`config.mk`:
```
export PLATFORM = sky130hd
export DESIGN_NAME = seq_mult
export DESIGN_NICKNAME = d
export VERILOG_FILES = /design/src/rtl/mult_pkg.sv /design/src/rtl/mult_step.sv /design/src/rtl/seq_mult.sv
export SDC_FILE = /design/constraint.sdc
export NUM_CORES = 1
export LEC_CHECK = 0
export ABC_AREA = 1
export CAP_MARGIN = 30
export CORE_ASPECT_RATIO = 0.8
export CORE_UTILIZATION = 30
export DETAILED_ROUTE_END_ITERATION = 8
export GPL_ROUTABILITY_DRIVEN = 0
export SYNTH_ARGS = -nofsm -noshare
export SYNTH_HDL_FRONTEND = slang
export SYNTH_SLANG_ARGS = --single-unit
```
`constraint.sdc`:
```
create_clock -name i_clk -period 2.4 [get_ports i_clk]
set_input_delay 0.48 -clock i_clk [delete_from_list [all_inputs] [get_ports i_clk]]
set_output_delay 0.48 -clock i_clk [all_outputs]
set_load 0.01 [all_outputs]
```
`src/rtl/mult_pkg.sv`:
```
// Shared types and defaults for the iterative shift-and-add multiplier.
package mult_pkg;

    typedef enum logic [1:0] {IDLE, RUN, DONE} mult_state_t;

    localparam int unsigned MULT_N_DEFAULT = 4;

endpackage

```
`src/rtl/mult_step.sv`:
```
// One shift-and-add iteration: conditionally add mcand into the accumulator's upper half,
// then shift the whole accumulator right by one.
module mult_step #(
    parameter int unsigned N = 4
) (
    input  logic [2*N-1:0] i_acc,
    input  logic [N-1:0]   i_mcand,
    output logic [2*N-1:0] o_acc_next
);

    logic [N:0]   w_carry;
    logic [N-1:0] w_sum;
    logic [N-1:0] w_addend;

    assign w_carry[0] = 1'b0;
    assign w_addend   = i_acc[0] ? i_mcand : '0;

    for (genvar gi = 0; gi < N; gi++) begin : g_fa
        assign w_sum[gi]     = i_acc[N+gi] ^ w_addend[gi] ^ w_carry[gi];
        assign w_carry[gi+1] = (i_acc[N+gi] & w_addend[gi])
                             | (i_acc[N+gi] & w_carry[gi])
                             | (w_addend[gi] & w_carry[gi]);
    end

    // Carry-out becomes the new MSB; the consumed multiplier bit drops off the bottom.
    assign o_acc_next = {w_carry[N], w_sum, i_acc[N-1:1]};

endmodule

```
`src/rtl/seq_mult.sv`:
```
// Iterative unsigned multiplier: N-bit operands in on a start strobe, 2N-bit product out
// N cycles later with a one-cycle done pulse.
module seq_mult
    import mult_pkg::*;
#(
    parameter int unsigned N = MULT_N_DEFAULT
) (
    input  logic           i_clk,
    input  logic           i_reset,
    input  logic           i_start,
    input  logic [N-1:0]   i_a,
    input  logic [N-1:0]   i_b,
    output logic           o_busy,
    output logic           o_done,
    output logic [2*N-1:0] o_product
);

    localparam int unsigned CntW = $clog2(N);

    mult_state_t     r_state;
    logic [2*N-1:0]  r_acc;
    logic [N-1:0]    r_mcand;
    logic [CntW-1:0] r_cnt;
    logic [2*N-1:0]  r_product;
    logic            r_busy;
    logic            r_done;
    logic [2*N-1:0]  w_acc_next;

    mult_step #(
        .N (N)
    ) u_step (
        .i_acc      (r_acc),
        .i_mcand    (r_mcand),
        .o_acc_next (w_acc_next)
    );

    always_ff @(posedge i_clk or posedge i_reset) begin
        if (i_reset) begin
            r_state   <= IDLE;
            r_acc     <= '0;
            r_mcand   <= '0;
            r_cnt     <= '0;
            r_product <= '0;
            r_busy    <= 1'b0;
            r_done    <= 1'b0;
        end else begin
            unique case (r_state)
                IDLE: begin
                    r_done <= 1'b0;
                    if (i_start) begin
                        r_mcand <= i_a;
                        r_acc   <= {{N{1'b0}}, i_b};
                        r_cnt   <= '0;
                        r_busy  <= 1'b1;
                        r_state <= RUN;
                    end
                end
                RUN: begin
                    r_acc <= w_acc_next;
                    r_cnt <= r_cnt + CntW'(1);
                    if (r_cnt == CntW'(N - 1)) begin
                        r_product <= w_acc_next;
                        r_done    <= 1'b1;
                        r_state   <= DONE;
                    end
                end
                DONE: begin
                    r_done  <= 1'b0;
                    r_busy  <= 1'b0;
                    r_state <= IDLE;
                end
                default: begin
                    r_done  <= 1'b0;
                    r_busy  <= 1'b0;
                    r_state <= IDLE;
                end
            endcase
        end
    end

    assign o_busy    = r_busy;
    assign o_done    = r_done;
    assign o_product = r_product;

endmodule

```
==> impl_results.md, run 1 <==
- Run status: finished, final reports clean
- Starting Density: 31.7%
- Static Leak: 0.770 nW
- Syn nets: 145
- Die H: 58.9 um
- Nets: 169
- VDD IR-drop max: 0.480 mV
- Clock skew: 0.00150 ns
- Critical Path AT: 2.42 ns
- Sequential area share after synthesis: 53.6%
- Post-CTS Setup Bufs: 0
- Max Freq: 449 MHz
- Clock buffer count from CTS: 3
- Critical path fanouts, max: 5
- Layout area overhead: 25.8%
- Type of the tightest min-delay check: flip-flop to flip-flop
- Worst skew pair latency: 0.27 ns
- PostCTS Resize Cnt: 0
- Worst-Margin Slew: 0.327 ns
- Buffers and inverters on the worst path: 2
- Ys async rst share: 100%
- Crit-path max cell delay: 0.43 ns
- Worst-path cell chain: nand2_1 > inv_1 > ha_1 > fa_1 > fa_1 > inv_1 > fa_1 > o21ai_0
- # port buffers: 20
- CTS tree: yes
- Max cap viols: 0
- Simple-gate portion of the synthesized area: 22.3%
- Htree depth: 1
- Die ar.: 4310 um^2
- Post-layout util: 39.9%
- Routed vias: 850
- Worst Hold End: o_product[7]$_DFFE_PP0P_
- Crit end category: flip-flop
- Layout cell share with drive strength beyond 1: 13.8%
- Worst reg2reg endpoint: r_acc[6]$_DFFE_PP0P_
- Clock buffer depth: 2
- Rel. slew slack: 78.1%
- Startpoint types: flip-flop
- Num rows: 20
- Setup Crit Path Kind: flip-flop to flip-flop
- Ys flop type: dfrtp_1
- Root Driver: clkbuf_8
- Post-synth EDFFs: 0
- Initial antenna violation count: 0
- DR pass1 iterations: 4
- Largest net degree at the start of global routing: 27
- # IOs: 21
- Flop-to-flop setup slack: 0.17 ns
- Mux contribution to synthesized area: 0%
- XOR/XNOR share of the synthesized area: 0%
- Minimum clock period: 2.23 ns
- Tcrit/Tclk final: 92.9%
- Setup TNS: 0 ns
- Cell type with the highest aggregate area in the netlist: dfrtp_1
- Syn avg cell area: 9.41 um^2
- Grt ovf: 0
- GRT Util Overall: 11.6%
- Syn Inst Count: 129
- Vias in the first global route: 809
- Most frequent cell after synthesis: nand2_1
- Reg2reg path depth: 8
- Via density: 4.11
- Fin. Hold Viols: 0
- Yosys cell types: 17
- Seq cells post-synth: 26
- Initial DRC count: 39
- Worst EP required: 2.59 ns
- Die Wd: 73.1 um
- First-pass GRT wire length: 3700 um
- Dpl hpwl: 1650 um
- Clock sinks: 26
- Drt total wl: 2180 um
- Synth top area share: 53.6%
- RSZ-0062 raised after global routing: false
- DRC viols: 0
- Final setup viols: 0
- RR Startpoint: r_acc[0]$_DFFE_PP0P_
- Antenna Nets Post-Route: 0
- # diodes: 0
- Syn. warnings: 0
- Post-Synth Adder-Cell Area: 7.01%
- CTS Hold Bufs: 0
- Clk slew on worst S/H paths: 0.09 ns
- Hold-critical path depth: 2
- Crit-path slowest cell: fa_1
- Top cells by area, synth: dfrtp_1 54%, nand2_1 9.6%, nand3_1 7.0%
- Synthesized area: 1210 um^2
- Placeable Area: 3830 um^2
- CP delay by family, top: adder cells
- Complex-gate fraction of the synthesized area: 8.76%
- WL/cell: 10.5 um
- Most used cell, CP: fa_1
- Slew Viols, Final: 0
- Hold Crit Start: o_product[7]$_DFFE_PP0P_
- Pwr per Cell Area: 1190 nW/um^2
- Largest family of logic cells by synthesized area: simple AND/OR/NAND/NOR gates
- Most common library cells after synthesis: 31 x nand2_1, 26 x dfrtp_1, 20 x inv_1
[final cells by class]
type / count / area [um^2]
Clock buffer: 4 / 55.1
Fill cell: 388 / 2300
Inverter: 22 / 82.6
Multi-Input combinational cell: 79 / 462
Sequential cell: 26 / 651
Tap cell: 55 / 68.8
Timing Repair Buffer: 21 / 208
[flip-flops by register name (all words and copies together) (netlist names)]
name       count
o_product      8
o_done         1
o_busy         1
r_cnt          2
r_mcand        4
r_acc          8
r_state        2
[per-stage QoR]
stage / area (um^2) / power, mW / hold slack, ns / std cells / worst slack (ns)
2_1_floorplan: 1210 / 1.29 / 0.450 / 129 / 0.283
3_3_place_gp: 1470 / 1.53 / 0.463 / 203 / 0.240
3_5_place_dp: 1470 / 1.56 / 0.471 / 203 / 0.179
4_1_cts: 1530 / 1.85 / 0.492 / 207 / 0.157
5_1_grt: 1530 / 1.98 / 0.505 / 207 / 0.0471
6_report: 1530 / 1.82 / 0.487 / 207 / 0.171
[layout by cell type (no fill, tap or decap), types with 2 or more instances in the layout]
cell / count
o21ai_2: 7
clkbuf_8: 4
nand2_2: 4
inv_2: 2
o21ai_0: 8
clkdlybuf4s50_1: 20
nand2_1: 31
dfrtp_1: 26
fa_1: 3
nand3_1: 17
nor2_1: 3
inv_1: 20
ha_1: 2
[layer usage]
| metal | GRT usage (%) | share of wire (%) |
|---|---|---|
| met2 | 16.8 | 41 |
| met1 | 16.9 | 55 |
| met4 | 1.68 | 0.32 |
| met5 | 0 | 0 |
| met3 | 4.11 | 4.4 |
[worst min-delay path, cell delays in order (launching register included)]
cell and delay, ns:
dfrtp_1 0.35, nand2_1 0.06, o21ai_2 0.05
[cells by family after synthesis]
logic type / count (synthesis)
AO/OA/AOI/OAI: 16
buffers and inverters: 24
AND/OR/NAND/NOR: 58
adder cells (fa/ha/maj): 5
flip-flops: 26
[report_power, final]
group          switching, mW  internal (mW)  total [mW]
clock                  0.135          0.147       0.281
sequential             0.121          0.621       0.742
combinational          0.458          0.338       0.797
[how the worst max path moves through the flow]
stage,startpoint,slack [ns],endpoint,depth (start not counted)
CTS,r_acc[0]$_DFFE_PP0P_,0.16,r_acc[6]$_DFFE_PP0P_,8
detailed placement,r_acc[0]$_DFFE_PP0P_,0.18,r_acc[6]$_DFFE_PP0P_,8
global placement,r_acc[0]$_DFFE_PP0P_,0.24,r_acc[6]$_DFFE_PP0P_,8
finish,r_acc[0]$_DFFE_PP0P_,0.17,r_acc[6]$_DFFE_PP0P_,8
global route,r_acc[0]$_DFFE_PP0P_,0.05,r_acc[6]$_DFFE_PP0P_,8
floorplan,r_acc[0]$_DFFE_PP0P_,0.28,r_acc[6]$_DFFE_PP0P_,8
No activity file was read; power rests on OpenSTA's default activity.
==> run 2, diff against run 1 <==
--- a/config.mk
+++ b/config.mk
@@ -6,8 +6,9 @@
 export NUM_CORES = 1
 export LEC_CHECK = 0
 export ABC_AREA = 1
-export CAP_MARGIN = 30
+export CAP_MARGIN = 20
 export CORE_ASPECT_RATIO = 0.8
+export CORE_MARGIN = 5
 export CORE_UTILIZATION = 30
 export DETAILED_ROUTE_END_ITERATION = 8
 export GPL_ROUTABILITY_DRIVEN = 0
==> impl_results.md, run 2 (synthesis gave the netlist of run 1 again) <==
- First-pass GRT wire length: 4240 um
- Clk slew on worst S/H paths: 0.09 ns
- Internal power: 1.18 mW
- Slew Viols, Final: 0
- Setup Crit Path Kind: flip-flop to flip-flop
- Worst reg2reg endpoint: r_acc[6]$_DFFE_PP0P_
- RSZ-0062 raised after global routing: false
- Layout cell share with drive strength beyond 1: 13.8%
- Via density: 4.22
- Die H: 66.9 um
- Placeable Area: 3850 um^2
- Layout area overhead: 27.1%
- Reg2reg path depth: 8
- Most frequent cells in the layout: 31 x nand2_1, 26 x dfrtp_1, 20 x inv_1, 20 x clkdlybuf4s50_1, 17 x nand3_1
- CP delay by family, top: adder cells
- Critical path fanouts, max: 5
- Post-layout util: 40.0%
- Starting Density: 31.5%
- DR pass1 iterations: 4
- Type of the tightest min-delay check: flip-flop to flip-flop
- Psw: 718 uW
- Max Freq: 445 MHz
- Hold-critical path depth: 2
- Tcrit/Tclk final: 93.5%
- Root Driver: clkbuf_8
- Setup TNS: 0 ns
- Final setup margin: 0.155 ns
- Clock buffer count from CTS: 3
- # diodes: 0
- Flop-to-flop setup slack: 0.16 ns
- Worst Hold End: o_product[4]$_DFFE_PP0P_
- PostCTS Resize Cnt: 0
- Reg power frac: 39.3%
- WL/cell: 10.9 um
- Startpoint types: flip-flop
- Grt ovf: 0
- Die Wd: 81.1 um
- Htree depth: 1
- Dpl hpwl: 1680 um
- Routed vias: 874
- Initial DRC count: 37
- Static Leak: 0.776 nW
- Max cap viols: 0
- Worst EP required: 2.59 ns
- Clock skew: 0.00805 ns
- Clock buffer depth: 2
- Minimum clock period: 2.24 ns
- Largest net degree at the start of global routing: 27
- Commonest non-fill, non-tap cell in the layout: nand2_1
- GRT Util Overall: 10.1%
- # port buffers: 20
- RR Startpoint: r_acc[0]$_DFFE_PP0P_
- Routing usage on met3: 3.78%
- Worst skew pair latency: 0.28 ns
- Vias in the first global route: 897
- Met1 GRT Util: 14.2%
- Worst-Margin Slew: 0.330 ns
- Clock sinks: 26
- Post-CTS Setup Bufs: 0
- Busiest grt layer: met2
- Most used cell, CP: fa_1
- Initial antenna violation count: 0
- M2 GR Usage: 14.9%
- Final setup viols: 0
- Net Sw Frac: 37.8%
- Pwr Total: 1.90 mW
- Crit-path max cell delay: 0.44 ns
- DRC viols: 0
- Hold Crit Start: o_product[4]$_DFFE_PP0P_
- # IOs: 21
- Nets: 169
- Pwr per Cell Area: 1230 nW/um^2
- Crit-path slowest cell: fa_1
- Clock share of power: 19.2%
- Worst-path cell chain: nand2_1 > inv_1 > ha_1 > fa_1 > fa_1 > inv_1 > fa_1 > o21ai_0
- Crit end category: flip-flop
- Place WS: 0.167 ns
- Drt total wl: 2260 um
- Logic pwr share: 41.5%
- Die ar.: 5430 um^2
- Num rows: 20
- Rel. slew slack: 77.9%
- Antenna Nets Post-Route: 0
- Run status: finished, final reports clean
- VDD IR-drop max: 0.418 mV
- Fin. Hold Viols: 0
- CTS tree: yes
- Critical Path AT: 2.44 ns
- Buffers and inverters on the worst path: 2
- CTS Hold Bufs: 0
==> run 2: metrics by stage <==
step,cells,cell area (um^2),hold slack [ns]
CTS,207,1540,0.492
global route,207,1540,0.518
global placement,203,1470,0.465
floorplan,129,1210,0.450
detailed placement,203,1470,0.466
finish,207,1540,0.486
==> run 2: routing by layer <==
layer	vias up	part of all wire, %
li1	447	-
met1	406	51
met2	18	42
met3	3	6.9
met4	0	0.75
met5	-	0
==> run 2: how the worst max path moves through the flow <==
stage,start,endpoint,slack (ns),depth (start not counted)
2_1_floorplan,r_acc[0]$_DFFE_PP0P_,r_acc[6]$_DFFE_PP0P_,0.28,8
3_3_place_gp,r_acc[0]$_DFFE_PP0P_,r_acc[6]$_DFFE_PP0P_,0.25,8
3_5_place_dp,r_acc[0]$_DFFE_PP0P_,r_acc[6]$_DFFE_PP0P_,0.17,8
4_1_cts,r_acc[0]$_DFFE_PP0P_,r_acc[6]$_DFFE_PP0P_,0.15,8
5_1_grt,r_acc[0]$_DFFE_PP0P_,r_acc[6]$_DFFE_PP0P_,0.06,8
6_report,r_acc[0]$_DFFE_PP0P_,r_acc[6]$_DFFE_PP0P_,0.16,8
==> run 2: tightest hold or removal path: cells and delay by family (launching register included) <==
family           cells  cell delay, ns
flip-flops           1            0.36
AND/OR/NAND/NOR      2            0.10
==> run 2: final cells by class <==
type                    count  area, um^2
clock buffers               3        41.3
clock inverters             1        30.0
fillers                   400        2310
inverters                  22        82.6
multi-input cells          79         462
flip-flops and latches     26         651
well taps                  55        68.8
repair buffers             21         208
==> run 2: power by group through the flow <==
stage          registers, mW  clock network [mW]  logic [mW]
2_1_floorplan          0.760                   0       0.531
3_3_place_gp           0.743                   0       0.786
3_5_place_dp           0.753                   0       0.802
4_1_cts                0.747               0.378       0.805
5_1_grt                0.769               0.396       0.921
6_report               0.745               0.365       0.787
==> run 3, diff against run 2 <==
--- a/config.mk
+++ b/config.mk
@@ -9,7 +9,7 @@
 export CAP_MARGIN = 20
 export CORE_ASPECT_RATIO = 0.8
 export CORE_MARGIN = 5
-export CORE_UTILIZATION = 30
+export CORE_UTILIZATION = 37
 export DETAILED_ROUTE_END_ITERATION = 8
 export GPL_ROUTABILITY_DRIVEN = 0
 export SYNTH_ARGS = -nofsm -noshare
==> impl_results.md, run 3 (synthesis gave the netlist of run 1 again) <==
- Run status: finished, final reports clean
- Clock skew: 0.00249 ns
- Critical Path AT: 2.40 ns
- Flop-to-flop setup slack: 0.19 ns
- CTS tree: yes
- Pwr per Cell Area: 1190 nW/um^2
- Clock buffer count from CTS: 3
- Max Freq: 452 MHz
- Setup Crit Path Kind: flip-flop to flip-flop
- Placeable Area: 3130 um^2
- CTS Hold Bufs: 0
- Die Wd: 74.0 um
- Num rows: 18
- Dpl hpwl: 1670 um
- Crit-path slowest cell: fa_1
- Most used cell, CP: fa_1
- DR pass1 iterations: 4
- Clock buffer depth: 2
- CP delay by family, top: adder cells
- Tcrit/Tclk final: 92.2%
- WL/cell: 11.8 um
- # IOs: 21
- Internal power: 1.07 mW
- Final setup viols: 0
- Worst-path cell chain: nand2_1 > inv_1 > ha_1 > fa_1 > fa_1 > inv_1 > fa_1 > o21ai_0
- Crit-path max cell delay: 0.43 ns
- Stages on worst setup path: 8
- Dpl cell area: 1450 um^2
- GRT Util Overall: 11.5%
- PostCTS Resize Cnt: 0
- Layout area overhead: 23.1%
- Routing usage on met3: 4.73%
- Die ar.: 4530 um^2
- CP endpoint: r_acc[6]$_DFFE_PP0P_
- # port buffers: 20
- Clk slew on worst S/H paths: 0.08 ns
- Max cap viols: 0
- Worst-Margin Slew: 0.339 ns
- Clock sinks: 26
- Worst setup path start: r_acc[0]$_DFFE_PP0P_
- Post-CTS Setup Bufs: 0
- RR Startpoint: r_acc[0]$_DFFE_PP0P_
- Via density: 4.64
- Final setup margin: 0.187 ns
- Static Leak: 0.762 nW
- Initial DRC count: 24
- Clock share of power: 13.4%
- Startpoint types: flip-flop
- Met1 GRT Util: 15.8%
- Drt total wl: 2260 um
- Place WS: 0.157 ns
- First-pass GRT wire length: 3880 um
- Grt ovf: 0
- Vias in the first global route: 861
- Most frequent cells in the layout: 31 x nand2_1, 26 x dfrtp_1, 20 x inv_1, 20 x clkdlybuf4s50_1, 17 x nand3_1
- Nets: 169
- Fin. Hold Viols: 0
- Type of the tightest min-delay check: flip-flop to flip-flop
- Htree depth: 1
- Routed vias: 886
- Busiest grt layer: met2
- Critical path fanouts, max: 5
- # diodes: 0
- Worst reg2reg endpoint: r_acc[6]$_DFFE_PP0P_
- Minimum clock period: 2.21 ns
- Worst skew pair latency: 0.27 ns
- Worst EP required: 2.59 ns
- Buffers and inverters on the worst path: 2
- Layout cell share with drive strength beyond 1: 13.2%
- Initial antenna violation count: 0
- Post-route cell area: 1490 um^2
- Logic pwr share: 44.7%
- DRC viols: 0
- Commonest non-fill, non-tap cell in the layout: nand2_1
- M2 GR Usage: 16.3%
- VDD IR-drop max: 0.548 mV
- Largest net degree at the start of global routing: 27
- Net Sw Frac: 39.9%
- Pwr Total: 1.78 mW
- Reg power frac: 41.9%
- Die H: 61.2 um
- Root Driver: clkbuf_8
- Rel. slew slack: 77.3%
- Slew Viols, Final: 0
- Setup TNS: 0 ns
- Crit end category: flip-flop
- Reg2reg path depth: 8
- Antenna Nets Post-Route: 0
- RSZ-0062 raised after global routing: false
- Psw: 709 uW
- Starting Density: 38.8%
run 3: final cells by class:
cell class,count,area [um^2]
Fill cell,302,1640
Sequential cell,26,651
Multi-Input combinational cell,79,462
Timing Repair Buffer,21,208
Inverter,22,82.6
Tap cell,40,50.0
Clock buffer,3,41.3
run 3: per-layer routing:
layer	share of wire, %	vias to the layer above
li1	-	451
met1	52	407
met2	39	25
met3	7.7	3
met4	0.75	0
met5	0	-
run 3: power by group through the flow:
stage                     registers (mW)  logic (mW)  clock network (mW)
final                              0.745       0.795               0.238
after global routing               0.766       0.909               0.268
after CTS                          0.745       0.808               0.252
after detailed placement           0.751       0.805                   0
after global placement             0.743       0.784                   0
after floorplan                    0.760       0.531                   0
run 3: how the worst min path moves through the flow:
stage / slack [ns] / from / end / cells after the start
finish: 0.48 / r_cnt[0]$_DFFE_PP0P_ / r_cnt[0]$_DFFE_PP0P_ / 1
global route: 0.51 / r_cnt[0]$_DFFE_PP0P_ / r_cnt[0]$_DFFE_PP0P_ / 1
CTS: 0.49 / r_cnt[0]$_DFFE_PP0P_ / r_cnt[0]$_DFFE_PP0P_ / 1
detailed placement: 0.47 / o_product[4]$_DFFE_PP0P_ / o_product[4]$_DFFE_PP0P_ / 2
global placement: 0.46 / o_product[4]$_DFFE_PP0P_ / o_product[4]$_DFFE_PP0P_ / 2
floorplan: 0.45 / r_cnt[0]$_DFFE_PP0P_ / r_cnt[0]$_DFFE_PP0P_ / 1
run 3: metrics by stage:
stage | util [%] | std cells | hold slack [ns]
2_1_floorplan | - | 129 | 0.450
3_3_place_gp | 46.4 | 188 | 0.462
3_5_place_dp | 46.4 | 188 | 0.467
4_1_cts | 47.7 | 191 | 0.488
5_1_grt | 47.7 | 191 | 0.508
6_report | 47.7 | 191 | 0.484
